`config.mk`:
```
export PLATFORM = sky130hd
export DESIGN_NAME = fu_issue_arbiter
export DESIGN_NICKNAME = d
export VERILOG_FILES = /design/src/rtl/fu_issue_arbiter.sv
export SDC_FILE = /design/constraint.sdc
export NUM_CORES = 1
export LEC_CHECK = 0
export CORE_UTILIZATION = 49
export DETAILED_ROUTE_END_ITERATION = 7
export PLACE_DENSITY_LB_ADDON = 0.2
export SYNTH_ARGS = -nofsm -noshare
export SYNTH_HDL_FRONTEND = slang
export SYNTH_SLANG_ARGS = --single-unit
```
`constraint.sdc`:
```
create_clock -name clk -period 5.4 [get_ports clk]
set_input_delay 0.54 -clock clk [delete_from_list [all_inputs] [get_ports clk]]
set_output_delay 0.54 -clock clk [all_outputs]
set_load 0.05 [all_outputs]
```
`src/rtl/fu_issue_arbiter.sv`:
```
// fu_issue_arbiter: dual-slot in-order issue arbiter for the add unit, the address
// unit and a non-pipelined multi-cycle multiplier.
// Optional feature macro: ISSUE_STATS_EN adds a saturating stall counter output.
module fu_issue_arbiter #(
    parameter int unsigned MUL_LAT = 3,
    parameter int unsigned TAG_W   = 4
) (
    input  logic             clk,
    input  logic             rst,
    input  logic             req0_vld_in,
    input  logic             req0_add_in,
    input  logic             req0_mult_in,
    input  logic             req0_addr_in,
    input  logic [TAG_W-1:0] req0_tag_in,
    input  logic             req1_vld_in,
    input  logic             req1_add_in,
    input  logic             req1_mult_in,
    input  logic             req1_addr_in,
    input  logic [TAG_W-1:0] req1_tag_in,
    input  logic             flush_in,
    output logic             gnt0_out,
    output logic             gnt1_out,
    output logic             add_vld_out,
    output logic [TAG_W-1:0] add_tag_out,
    output logic             addr_vld_out,
    output logic [TAG_W-1:0] addr_tag_out,
    output logic             mult_vld_out,
    output logic [TAG_W-1:0] mult_tag_out,
    output logic             mult_busy_out,
    output logic             mult_done_vld_out,
    output logic [TAG_W-1:0] mult_done_tag_out,
    output logic             req_err_out
`ifdef ISSUE_STATS_EN
    ,
    output logic [15:0]      stall_cnt_out
`endif
);

    localparam int unsigned CNT_W = 4;
    localparam logic [CNT_W-1:0] CNT_LOAD = CNT_W'(MUL_LAT - 1);
    localparam logic [CNT_W-1:0] CNT_ONE  = CNT_W'(1);

    typedef enum logic {
        IDLE = 1'b0,
        BUSY = 1'b1
    } mult_state_e;

    mult_state_e      state_q, state_d;
    logic [CNT_W-1:0] cnt_q, cnt_d;
    logic [TAG_W-1:0] mtag_q, mtag_d;
    logic             done_d;

    logic             legal0, legal1;
    logic             mult_free, same_unit;
    logic             g0, g1;
    logic             add_issue, addr_issue, mult_gnt;
    logic [TAG_W-1:0] add_tag, addr_tag, mult_gnt_tag;
    logic             req_err;

    // A request is legal only when valid with exactly one unit selected
    assign legal0 = req0_vld_in && $onehot({req0_add_in, req0_mult_in, req0_addr_in});
    assign legal1 = req1_vld_in && $onehot({req1_add_in, req1_mult_in, req1_addr_in});
    assign req_err = (req0_vld_in && !$onehot({req0_add_in, req0_mult_in, req0_addr_in})) ||
                     (req1_vld_in && !$onehot({req1_add_in, req1_mult_in, req1_addr_in}));

    // Multiplier accepts a new op when idle or on its final busy cycle
    assign mult_free = (state_q == IDLE) || (cnt_q == CNT_ONE);
    assign same_unit = (req0_add_in  && req1_add_in)  ||
                       (req0_mult_in && req1_mult_in) ||
                       (req0_addr_in && req1_addr_in);

    // Same-cycle grants: slot 0 first, slot 1 only behind a granted or empty slot 0
    assign g0 = !rst && !flush_in && legal0 && (!req0_mult_in || mult_free);
    assign g1 = !rst && !flush_in && legal1 && (g0 || !req0_vld_in) &&
                !(g0 && same_unit) && (!req1_mult_in || mult_free);
    assign gnt0_out = g0;
    assign gnt1_out = g1;

    // Per-unit issue selection from the granted slots
    assign add_issue    = (g0 && req0_add_in)  || (g1 && req1_add_in);
    assign add_tag      = (g0 && req0_add_in)  ? req0_tag_in : req1_tag_in;
    assign addr_issue   = (g0 && req0_addr_in) || (g1 && req1_addr_in);
    assign addr_tag     = (g0 && req0_addr_in) ? req0_tag_in : req1_tag_in;
    assign mult_gnt     = (g0 && req0_mult_in) || (g1 && req1_mult_in);
    assign mult_gnt_tag = (g0 && req0_mult_in) ? req0_tag_in : req1_tag_in;

    assign mult_busy_out = (state_q == BUSY);

    // Multiplier sequencing: next state, occupancy count, tag latch and done strobe
    always_comb begin
        state_d = state_q;
        cnt_d   = cnt_q;
        mtag_d  = mtag_q;
        done_d  = 1'b0;
        if (flush_in) begin
            state_d = IDLE;
            cnt_d   = '0;
        end else begin
            case (state_q)
                IDLE: begin
                    if (mult_gnt) begin
                        state_d = BUSY;
                        cnt_d   = CNT_LOAD;
                        mtag_d  = mult_gnt_tag;
                    end
                end
                BUSY: begin
                    if (cnt_q == CNT_ONE) begin
                        done_d = 1'b1;
                        if (mult_gnt) begin
                            cnt_d  = CNT_LOAD;
                            mtag_d = mult_gnt_tag;
                        end else begin
                            state_d = IDLE;
                            cnt_d   = '0;
                        end
                    end else begin
                        cnt_d = cnt_q - CNT_ONE;
                    end
                end
                default: begin
                    state_d = IDLE;
                    cnt_d   = '0;
                end
            endcase
        end
    end

    // State and registered issue/done/error outputs
    always_ff @(posedge clk or posedge rst) begin
        if (rst) begin
            state_q           <= IDLE;
            cnt_q             <= '0;
            mtag_q            <= '0;
            add_vld_out       <= 1'b0;
            add_tag_out       <= '0;
            addr_vld_out      <= 1'b0;
            addr_tag_out      <= '0;
            mult_vld_out      <= 1'b0;
            mult_tag_out      <= '0;
            mult_done_vld_out <= 1'b0;
            mult_done_tag_out <= '0;
            req_err_out       <= 1'b0;
        end else begin
            state_q           <= state_d;
            cnt_q             <= cnt_d;
            mtag_q            <= mtag_d;
            add_vld_out       <= add_issue;
            add_tag_out       <= add_issue ? add_tag : '0;
            addr_vld_out      <= addr_issue;
            addr_tag_out      <= addr_issue ? addr_tag : '0;
            mult_vld_out      <= mult_gnt;
            mult_tag_out      <= mult_gnt ? mult_gnt_tag : '0;
            mult_done_vld_out <= done_d;
            mult_done_tag_out <= done_d ? mtag_q : '0;
            req_err_out       <= req_err;
        end
    end

`ifdef ISSUE_STATS_EN
    logic stall_evt;
    assign stall_evt = !flush_in && ((legal0 && !g0) || (legal1 && !g1));

    // Saturating count of cycles with a legal request left waiting
    always_ff @(posedge clk or posedge rst) begin
        if (rst) begin
            stall_cnt_out <= '0;
        end else if (stall_evt && (stall_cnt_out != 16'hFFFF)) begin
            stall_cnt_out <= stall_cnt_out + 16'd1;
        end
    end
`endif

endmodule

```
==> results of run 1 <==
## final cells by class
type,count,share of cell area [%]
Sequential cell,30,39.27
Multi-Input combinational cell,73,30.63
Timing Repair Buffer,42,21.99
Inverter,14,2.749
Clock buffer,6,2.683
Tap cell,31,2.029
Clock inverter,2,0.6545
## synth_stat cells, types with 4 or more instances
library cell / n
nor3_2: 4
inv_1: 13
and2_1: 5
dfrtp_1: 30
a22o_1: 8
mux2i_1: 5
a21oi_1: 5
a21o_1: 5
nand2_1: 5
## worst reg2reg max path: cells and delay by family (launching register included)
| kind | cells | cell delay (ns) |
|---|---|---|
| and+or+nand+nor | 2 | 0.55 |
| AOI/OAI and AO/OA | 2 | 0.52 |
| DFF | 1 | 0.40 |
| buffers and inverters | 1 | 0.09 |
| muxes | 1 | 0.27 |
| adders and majority gates | 1 | 0.18 |
## registers in the layout (all words and copies together), names as in the netlist, 4 cells and up
signal             count
add_tag_out            4
addr_tag_out           4
cnt_q                  4
mtag_q                 4
mult_done_tag_out      4
mult_tag_out           4
## power by group
part	total, W	switching, W	internal, W	leakage (nW)
Combinational	0.0000777	0.0000427	0.0000350	0.441
Sequential	0.000246	0.00000775	0.000239	0.410
Clock	0.000146	0.0000838	0.0000625	0.0343
Total	0.000470	0.000134	0.000336	0.885
## through the flow
stage	instance area (um2)	worst slack, ns
final	1912	1.439
after global routing	1912	1.277
after CTS	1912	1.431
after detailed placement	1848	1.427
after global placement	1848	1.480
after floorplan	1400	2.571
## layer usage
layer | up-vias | part of all wire [%] | GRT usage (%) | routed length (um)
met5 | - | 0 | 0 | 0
met4 | 0 | 1.8 | 9.643 | 53
met3 | 6 | 5.1 | 6.557 | 153
met2 | 34 | 51 | 34.77 | 1538
met1 | 526 | 42 | 26.27 | 1276
li1 | 517 | - | - | -
## cell families (layout without fill, tap and decap cells)
| logic type | Yosys count | in the layout | share of synthesized area [%] |
|---|---|---|---|
| flip-flops | 30 | 30 | 53.62 |
| adder cells (fa/ha/maj) | 4 | 4 | 4.647 |
| AO/OA/AOI/OAI | 28 | 28 | 15.19 |
| multiplexers | 5 | 5 | 3.575 |
| AND/OR/NAND/NOR | 36 | 36 | 18.41 |
| buffers and inverters | 15 | 64 | 4.558 |
## worst paths after layout
kind,from,to,slack [ns],cells after the start
worst max-delay path,req1_add_in,gnt1_out,1.44,8
worst min-delay path,mtag_q[2]$_DFFE_PP0P_,mtag_q[2]$_DFFE_PP0P_,0.48,1
worst max register to register,cnt_q[1]$_DFFE_PP0P_,mtag_q[2]$_DFFE_PP0P_,3.30,7
worst min register to register,mtag_q[2]$_DFFE_PP0P_,mtag_q[2]$_DFFE_PP0P_,0.48,1
max in group asynchronous,rst,add_tag_out[2]$_DFF_PP0_,3.80,2
min in group asynchronous,rst,req_err_out$_DFF_PP0_,0.92,2
==> reports/metrics.yaml, run 1 <==
outcome: "finished clean"
synthArstFlopShare_pct: 100.0
yosysTopAreaCell: "dfrtp_1"
firstDrtPassIters: 4
crit_top_cell: "clkdlybuf4s50_1"
grt_pass1_wl_um: 4926
n_fill_cell: 200
regArea_um2: 750.7
path_delay_family: "buffers and inverters"
final-setup-viol-count: 0
synth_seq_cells: 30
final_common_cell: "clkdlybuf4s50_1"
critPathKind: "primary input to output port"
power_density_nw_per_um2: 246.0
cts_buffers: 5
cp-start-kind: "primary input"
cts_tree: "yes"
yosysSeqAreaShare_pct: 53.62
synth_warnings: 0
hold_ws_ns: 0.4848
postCtsSetupBuffers: 0
hold_class: "register to register"
syn_nets: 141
p_leak_nw: 0.8855
avgSynthCellArea_um2: 11.87
avgViaCountPerCell: 5.470
tightest_slew_ns: 1.106
clock_skew_ns: 0.01447
fin_cells: 198
drc: 0
io_buffers: 42
period_share_pct: 73.36
rows: 19
crit_path_end_kind: "output port"
yosysTopAreaCellShare_pct: 53.62
synth_cell_type_count: 38
required_ns: 4.86
post-route-util_pct: 69.93
clk_latency_ns: 0.34
dp_hpwl_um: 2254
crit_chain: "clkdlybuf4s50_1 -> inv_1 -> fa_1 -> nand2b_1 -> or4b_1 -> a21oi_1 -> and2_1 -> clkdlybuf4s50_1"
ir_drop_mv: 0.2355
max_stage_delay_ns: 0.79
synthTopCellsByArea: "dfrtp_1, a22o_1, mux2i_1, inv_1, fa_1"
drive_gt1_share_pct: 12.57
final_cell_mix: "clkdlybuf4s50_1, dfrtp_1, inv_1"
nNetsFinal: 189
fmax_ghz: 0.2524
synth-edff-count: 0
initial_core_util_pct: 51.21
core_um2: 2734
finalWirelength_um: 3020
routedWlPerCell_um: 15.25
cp_max_fo: 3
synthToLayoutAreaGrowth_pct: 36.55
grt_pass1_vias: 1061
die_w_um: 55.46
ctsHtreeMaxLevel: 2
chipHeight_um: 55.46
cp_num_buf_inv: 3
grtUsageTotal_pct: 21.41
place_inst: 190
boundaryPins: 43
drt_iter0_markers: 29
synthCells: 118
post-route-min-period_ns: 3.961
finalHoldViolCount: 0
timing.setup.tns_ns: 0
cts_resized: 0
multi_input_comb_area_um2: 585.6
rsz0062_at_grt: "false"
die-area_um2: 3075
ctsHoldBuffers: 0
antenna_cells: 0
cap_violations: 0
arrival_ns: 3.42
clockBufferDepth: 2
grt_max_degree: 31
synth_ff_type: "dfrtp_1"
antenna_left: 0
path_clk_slew_ns: 0.10
gp_congestion: 0.9487
cts-root-buf: "clkbuf_4"
syn-cell-area_um2: 1400
relSlewSlack_pct: 26.22
crit_slowest_cell: "clkdlybuf4s50_1"
clock_sinks: 30
vias: 1083
grt_antenna_before_repair: 0
power_w: 0.0004703
final_max_slew_viol_count: 0
overflow: 0
(Power assumes the default switching activity.)
==> inputs of run 2 (changes only) <==
--- a/config.mk
+++ b/config.mk
@@ -5,7 +5,7 @@
 export SDC_FILE = /design/constraint.sdc
 export NUM_CORES = 1
 export LEC_CHECK = 0
-export CORE_UTILIZATION = 49
+export CORE_UTILIZATION = 46
 export DETAILED_ROUTE_END_ITERATION = 7
 export PLACE_DENSITY_LB_ADDON = 0.2
 export SYNTH_ARGS = -nofsm -noshare
==> constraint.sdc (replaced) <==
create_clock -name clk -period 3.7 [get_ports clk]
set_input_delay 0.37 -clock clk [delete_from_list [all_inputs] [get_ports clk]]
set_output_delay 0.37 -clock clk [all_outputs]
set_load 0.05 [all_outputs]
==> reports/metrics.yaml, run 2 (same netlist as run 1, synthesis figures left out) <==
regArea_um2: 750.7
final_max_slew_viol_count: 0
core_um2: 2829
period_share_pct: 91.88
initial_core_util_pct: 49.49
gp_congestion: 0.8791
vias: 1101
sequentialPowerShare_pct: 52.6
power_density_nw_per_um2: 354.7
grt_pass1_vias: 1157
finalHoldViolCount: 0
firstDrtPassIters: 6
required_ns: 3.33
hold_class: "register to register"
cts_tree: "yes"
ctsHtreeMaxLevel: 2
chipHeight_um: 57.17
grtUsageTotal_pct: 21.44
use_met2_pct: 35.46
timing.setup.tns_ns: 0
grt_pass1_wl_um: 5099
routedWlPerCell_um: 14.80
synthToLayoutAreaGrowth_pct: 36.91
ctsHoldBuffers: 0
boundaryPins: 43
fin_ws_ns: 0.3005
clock_skew_ns: 0.008407
grt_use_met1_pct: 24.77
drive_gt1_share_pct: 13.69
clockBufferDepth: 2
cp_max_fo: 5
nNetsFinal: 190
clockPowerShare_pct: 30.7
crit_path_end_kind: "output port"
dp_slack_ns: 0.3200
clk_latency_ns: 0.33
cts_buffers: 5
arrival_ns: 3.03
cap_violations: 0
p_comb_share_pct: 16.7
outcome: "finished with violations"
grt_max_degree: 31
drt_iter0_markers: 36
final-setup-viol-count: 0
final_common_cell: "clkdlybuf4s50_1"
n_fill_cell: 231
avgViaCountPerCell: 5.533
dp_hpwl_um: 2224
cp-start-kind: "primary input"
die-area_um2: 3268
drc: 4
antenna_left: 0
io_buffers: 42
cts-root-buf: "clkbuf_4"
cts_resized: 0
p_leak_nw: 0.8929
fmax_ghz: 0.2942
violations: "design-rule violations"
final_cell_mix: "clkdlybuf4s50_1, dfrtp_1, inv_1"
p_sw_w: 0.0001891
rows: 19
relSlewSlack_pct: 25.56
overflow: 0
rsz0062_at_grt: "false"
swShare_pct: 27.81
critPathKind: "primary input to output port"
path_clk_slew_ns: 0.10
finalWirelength_um: 2946
grtUsageMet3_pct: 7.256
p_int_w: 0.0004908
multi_input_comb_area_um2: 585.6
gr-max-usage-layer: "met2"
die_w_um: 57.17
antenna_cells: 0
post-route-min-period_ns: 3.400
clock_sinks: 30
postCtsSetupBuffers: 0
ir_drop_mv: 0.2218
grt_antenna_before_repair: 0
tightest_slew_ns: 1.115
run 2: cell types whose count changed in the layout (fill, tap and decap cells not counted):
cell / before / now
buf_4: 0 / 2
clkdlybuf4s50_1: 42 / 41
run 2: worst max-delay path, cell delays in order:
cell and delay [ns]:
clkdlybuf4s50_1 0.54, inv_1 0.10, fa_1 0.53, nor4b_4 0.35, o311ai_1 0.25, inv_1 0.09
clkdlybuf4s50_1 0.80
run 2: cell type report:
class                   instances  area share [%]
clock buffers                   6           2.676
multi-input cells              73           30.55
flip-flops and latches         30           39.16
inverters                      14           2.742
repair buffers                 43           22.19
well taps                      31           2.023
clock inverters                 2          0.6527
run 2: metrics by stage:
| stage | util [%] | cells | power [W] | cell area (um2) | hold WS (ns) |
|---|---|---|---|---|---|
| 4_1_cts | 67.76 | 199 | 0.0006897 | 1917 | 0.4812 |
| 5_1_grt | 67.76 | 199 | 0.0007200 | 1917 | 0.4972 |
| 3_5_place_dp | 65.50 | 191 | 0.0004786 | 1853 | 0.4585 |
| 2_1_floorplan | - | 118 | 0.0004314 | 1400 | 0.4413 |
| 6_report | 67.76 | 199 | 0.0006799 | 1917 | 0.4794 |
| 3_3_place_gp | 65.50 | 191 | 0.0004740 | 1853 | 0.4510 |
run 2: metal layers:
layer	wire length (um)	vias to the layer above
met5	0	-
met4	56	0
met3	140	7
met2	1563	33
met1	1186	541
li1	-	520
run 2: power groups by stage:
stage | combinational [W] | sequential (W) | clock (W)
2_1_floorplan | 0.0000542 | 0.000377 | 0
3_3_place_gp | 0.000110 | 0.000364 | 0
3_5_place_dp | 0.000114 | 0.000365 | 0
4_1_cts | 0.000115 | 0.000358 | 0.000217
5_1_grt | 0.000124 | 0.000361 | 0.000236
6_report | 0.000113 | 0.000358 | 0.000209
run 2: worst paths after layout:
| path | startpoint | end | slack, ns | cells after the start |
|---|---|---|---|---|
| max | req0_mult_in | gnt0_out | 0.30 | 7 |
| min | mtag_q[3]$_DFFE_PP0P_ | mtag_q[3]$_DFFE_PP0P_ | 0.48 | 1 |
| max reg2reg | cnt_q[0]$_DFFE_PP0P_ | add_vld_out$_DFF_PP0_ | 1.58 | 7 |
| min reg2reg | mtag_q[3]$_DFFE_PP0P_ | mtag_q[3]$_DFFE_PP0P_ | 0.48 | 1 |
| max in group asynchronous | rst | addr_tag_out[3]$_DFF_PP0_ | 2.23 | 2 |
| min in group asynchronous | rst | cnt_q[0]$_DFFE_PP0P_ | 0.79 | 2 |
==> inputs of run 3 (changes only) <==
--- a/config.mk
+++ b/config.mk
@@ -5,9 +5,11 @@
 export SDC_FILE = /design/constraint.sdc
 export NUM_CORES = 1
 export LEC_CHECK = 0
-export CORE_UTILIZATION = 46
+export ABC_AREA = 1
+export CORE_UTILIZATION = 47
 export DETAILED_ROUTE_END_ITERATION = 7
 export PLACE_DENSITY_LB_ADDON = 0.2
 export SYNTH_ARGS = -nofsm -noshare
 export SYNTH_HDL_FRONTEND = slang
 export SYNTH_SLANG_ARGS = --single-unit
+export TNS_END_PERCENT = 50
==> reports/metrics.yaml, run 3 <==
yosys.area_share.simple_pct: 25.17
drt_iter0_markers: 24
routedWlPerCell_um: 12.10
syn_nets: 178
crit_start: "req0_mult_in"
post-route-min-period_ns: 3.179
max_stage_delay_ns: 0.80
cts_resized: 0
synth_seq_cells: 30
clock_sinks: 30
critPathKind: "primary input to output port"
synthTopCellsByCount: "dfrtp_1, inv_1, nand2_1"
period_share_pct: 85.93
nNetsFinal: 227
antenna_cells: 0
path_clk_slew_ns: 0.10
avgViaCountPerCell: 4.876
crit_slowest_cell: "clkdlybuf4s50_1"
fmax_ghz: 0.3145
ir_drop_mv: 0.1506
drc: 0
cp-start-kind: "primary input"
fin_cells: 249
vias: 1214
ctsHtreeMaxLevel: 2
fin_ws_ns: 0.5207
synthTopCellsByArea: "dfrtp_1, inv_1, o21ai_2, nand3_1, nand2_1"
final-setup-viol-count: 0
cts-root-buf: "clkbuf_4"
cts_tree: "yes"
rsz0062_at_grt: "false"
crit_top_cell: "clkdlybuf4s50_1"
die-area_um2: 3425
die_w_um: 58.52
outcome: "finished clean"
required_ns: 3.33
final_max_slew_viol_count: 0
synthAdderAreaFrac_pct: 4.333
dp_slack_ns: 0.5204
initial_core_util_pct: 49.18
synth_top_family_by_area: "simple AND/OR/NAND/NOR gates"
timing.setup.tns_ns: 0
yosysTopAreaCell: "dfrtp_1"
synthMuxAreaShare_pct: 0
io_buffers: 42
overflow: 0
cp_max_fo: 4
chipHeight_um: 58.52
reg2reg_slack_ns: 2.03
grt_pass1_vias: 1209
synth-edff-count: 0
final_common_cell: "clkdlybuf4s50_1"
place_inst: 241
n_fill_cell: 262
clk_latency_ns: 0.33
regArea_um2: 750.7
dp_hpwl_um: 2310
finalHoldViolCount: 0
syn-cell-area_um2: 1501
grt_use_met1_pct: 24.54
finalWirelength_um: 3013
grtUsageTotal_pct: 20.31
arrival_ns: 2.81
synthToLayoutAreaGrowth_pct: 36.42
yosysTopAreaCellShare_pct: 50.00
firstDrtPassIters: 4
final_cell_mix: "clkdlybuf4s50_1, dfrtp_1, inv_1"
boundaryPins: 43
rows: 20
yosysSeqAreaShare_pct: 50.00
gp_congestion: 0.8234
antenna_left: 0
timing.rr.start: "cnt_q[1]$_DFFE_PP0P_"
synth_xor_xnor_area_share_pct: 1.167
grt_antenna_before_repair: 0
min_from: "mtag_q[1]$_DFFE_PP0P_"
drive_gt1_share_pct: 20.98
power_density_nw_per_um2: 369.7
synth_cell_type_count: 23
synthCells: 155
clockBufferDepth: 2
core_um2: 3053
yosysMostFrequentCell: "dfrtp_1"
postCtsSetupBuffers: 0
hold_class: "register to register"
synth_compound_area_share_pct: 10.42
synthArstFlopShare_pct: 100.0
clock_skew_ns: 0.01588
relSlewSlack_pct: 66.63
cts_buffers: 5
grt_max_degree: 31
crit_path_end_kind: "output port"
grt_pass1_wl_um: 5161
grtUsageMet3_pct: 4.835
cap_violations: 0
use_met2_pct: 35.47
avgSynthCellArea_um2: 9.687
synth_warnings: 0
crit_chain: "clkdlybuf4s50_1 -> inv_1 -> fa_1 -> nand3b_1 -> nor2_4 -> nand2_4 -> inv_4 -> clkdlybuf4s50_1"
post-route-util_pct: 67.09
p_leak_nw: 1.005
gr-max-usage-layer: "met2"
ctsHoldBuffers: 0
multi_input_comb_area_um2: 616.8
tightest_slew_ns: 0.4991
synth_ff_type: "dfrtp_1"
-- run 3: cell count changes after synthesis, sizes merged, moves of 6 or more --
cell and change:
nand3 +17, nor2 +9, inv +18, o21ai +21, nand2 +22, a22o -8
a21oi -6
-- run 3: path summary, 6_finish.rpt --
check,to,cells after the start
max reg2reg,addr_tag_out[1]$_DFF_PP0_,10
min reg2reg,mult_done_tag_out[1]$_DFF_PP0_,2
max in group asynchronous,mult_vld_out$_DFF_PP0_,3
min,mult_done_tag_out[1]$_DFF_PP0_,2
max,gnt0_out,8
min in group asynchronous,mult_busy_out$_DFF_PP0_,3
-- run 3: logic make-up after synthesis --
logic type / Yosys count
flops: 30
compound gates: 23
xor+xnor: 2
fa+ha+maj: 4
simple gates: 63
buf+inv: 33
-- run 3: critical path, delay by kind of cell --
family / cells / cell delay [ns]
buf+inv: 4 / 1.54
simple gates: 3 / 0.44
fa+ha+maj: 1 / 0.46
-- run 3: cell type report --
class	count	area share, %
flip-flops and latches	30	36.65
clock buffers	5	1.833
repair buffers	43	20.77
clock inverters	3	1.955
multi-input cells	92	30.12
inverters	32	5.987
well taps	44	2.688
-- run 3: through the flow --
stage	hold WS (ns)	cell area (um2)	power (W)
after floorplan	0.4719	1501	0.0004604
after global placement	0.4886	1971	0.0005048
after detailed placement	0.4915	1971	0.0005110
after CTS	0.5074	2048	0.0007664
after global routing	0.5483	2048	0.0007965
final	0.5005	2048	0.0007572
-- run 3: metal layers --
| layer | wire length [um] | share of wire [%] |
|---|---|---|
| met4 | 43 | 1.4 |
| met3 | 150 | 5.0 |
| met5 | 0 | 0 |
| met2 | 1516 | 50 |
| met1 | 1301 | 43 |
-- run 3: report_power, final --
part | internal, W | leakage, nW | switching (W)
Combinational | 0.0000596 | 0.556 | 0.0000824
Sequential | 0.000352 | 0.404 | 0.00000842
Clock | 0.000140 | 0.0450 | 0.000115
Total | 0.000552 | 1.01 | 0.000206
==> RTL change, RTL diff (config.mk and constraints of run 3) <==
Set the parameter `TAG_W` to 6 (it was 4).
--- a/src/rtl/fu_issue_arbiter.sv
+++ b/src/rtl/fu_issue_arbiter.sv
@@ -5,3 +5,3 @@
     parameter int unsigned MUL_LAT = 3,
-    parameter int unsigned TAG_W   = 4
+    parameter int unsigned TAG_W   = 6
 ) (
Interface: changed (6 resized); port bits go from 43 to 55. No check against the original RTL was run, so the function may have changed too.
==> RTL change against run 3 <==
Hold slack better by 0.0027 ns; area after synthesis is 28% higher; power is 33% higher; final area is 27% higher; sequential cell count is 10 higher; cell count is 24% higher; setup slack better by 0.23 ns; largest power group unchanged; wire length is 32% higher.
==> RTL change: results (changes against run 3) <==
Clocking
  – CTS Root Cell: clkbuf_8 (was clkbuf_4)
  – Clk_lat worst skew: 0.29 ns (was 0.33 ns)
  – CTS Buffer Depth: 2 (unchanged)
  – Clock-pin slew on the worst setup and hold paths: 0.07 ns (was 0.10 ns)

Logic synthesis
  – Top post-synthesis cells by count: nand2_1, dfrtp_1, inv_1 (was dfrtp_1, inv_1, nand2_1)
  – Post-Synth XOR/XNOR Area: 0.9091% (was 1.167%)
  – Post-Synth Adder-Cell Area: 3.377% (was 4.333%)
  – Ranking of synthesized cells by area: dfrtp_1, nand2_1, o21ai_2 (was dfrtp_1, inv_1, o21ai_2)
  – Synth Instances: 202 (was 155)
  – Synth Area in Compound Gates: 9.675% (was 10.42%)
  – Distinct cells, synth: 26 (was 23)
  – Syn Nets: 229 (was 178)
  – Seq/Total Area, Yosys: 51.95% (was 50.00%)

STA
  – Fin Clk Skew: 0.01015 ns (was 0.01588 ns)

Routing
  – DR pass1 iterations: 5 (was 4)
  – Vias: 1512 (was 1214)
  – Via/cell ratio: 4.877 (was 4.876)
  – Initial DRC count: 86 (was 24)
  – Routed WL: 3970 µm (was 3013 µm)

Placement
  – Dpl hpwl: 3034 µm (was 2310 µm)
  – Post-Place Cells: 302 (was 241)
  – RePlAce Congestion: 0.7836 (was 0.8234)
  – Number of port buffers: 54 (was 42)

Critical path
  – Worst reg2reg path endpoint: mult_busy_out$_DFF_PP0_ (was addr_tag_out[1]$_DFF_PP0_)
  – Reg2Reg Depth: 9 (was 10)
  – Crit path max fanout: 9 (was 4)
  – Register-to-register setup slack: 1.94 ns (was 2.03 ns)
  – Crit path to: gnt1_out (was gnt0_out)
  – Biggest cell delay along the critical path: 0.71 ns (was 0.80 ns)

Layout
  – Final net count: 288 (was 227)
  – Layout cells sized above 1: 19.08% (was 20.98%)

Global routing
  – First-pass GRT wire length: 6817 µm (was 5161 µm)
  – GR Util All Layers: 21.04% (was 20.31%)
  – Vias in the first global route: 1436 (was 1209)

Outcome
  – Status: completed (unchanged)

Pwr
  – Lkg Pwr: 1.359 nW (was 1.005 nW)
  – Worst VDD drop: 0.1803 mV (was 0.1506 mV)
## RTL change: cell types whose count changed after synthesis, sizes merged, moves of 2 or more
cell,before,now
nand3,19,15
o22ai,0,2
dfrtp,30,40
inv,32,34
nand2,27,62
buf,1,3
## RTL change: metal layers
layer | vias to the layer above | share of wire, % | GRT usage (%)
met2 | 50 | 48 | 32.65
met5 | - | 0 | 0
met1 | 715 | 46 | 28.89
met4 | 0 | 1.2 | 8.777
met3 | 6 | 4.5 | 3.793
li1 | 741 | - | -
## RTL change: layout make-up
class                   instances  area, µm²
flip-flops and latches         40       1001
inverters                      34      130.1
repair buffers                 55      555.5
clock inverters                 2      35.03
well taps                      48      60.06
multi-input cells             125      757.0
fillers                       323       1187
clock buffers                   6      72.57
## RTL change: power by group
| group | switching [W] | total (W) | internal (W) | leakage, nW |
|---|---|---|---|---|
| clock | 0.000142 | 0.000343 | 0.000200 | 0.0552 |
| combinational | 0.000106 | 0.000180 | 0.0000736 | 0.764 |
| sequential | 0.0000111 | 0.000483 | 0.000471 | 0.539 |
| total | 0.000260 | 0.00101 | 0.000745 | 1.36 |
## RTL change: worst register-to-register path, stage by stage, from the launching register on
cell and delay (ns):
dfrtp_1 0.36, inv_1 0.08, ha_1 0.21, nand2_4 0.10, nand3_2 0.08, nand2_2 0.12, inv_4 0.08, nand2_4 0.15
nand2_4 0.16, or2_2 0.31
## RTL change: metrics by stage
stage / setup WS [ns] / hold slack (ns)
floorplan: 1.323 / 0.4719
global placement: 0.8296 / 0.4882
detailed placement: 0.7499 / 0.4950
CTS: 0.7672 / 0.5128
global route: 0.6569 / 0.5590
finish: 0.7537 / 0.5032
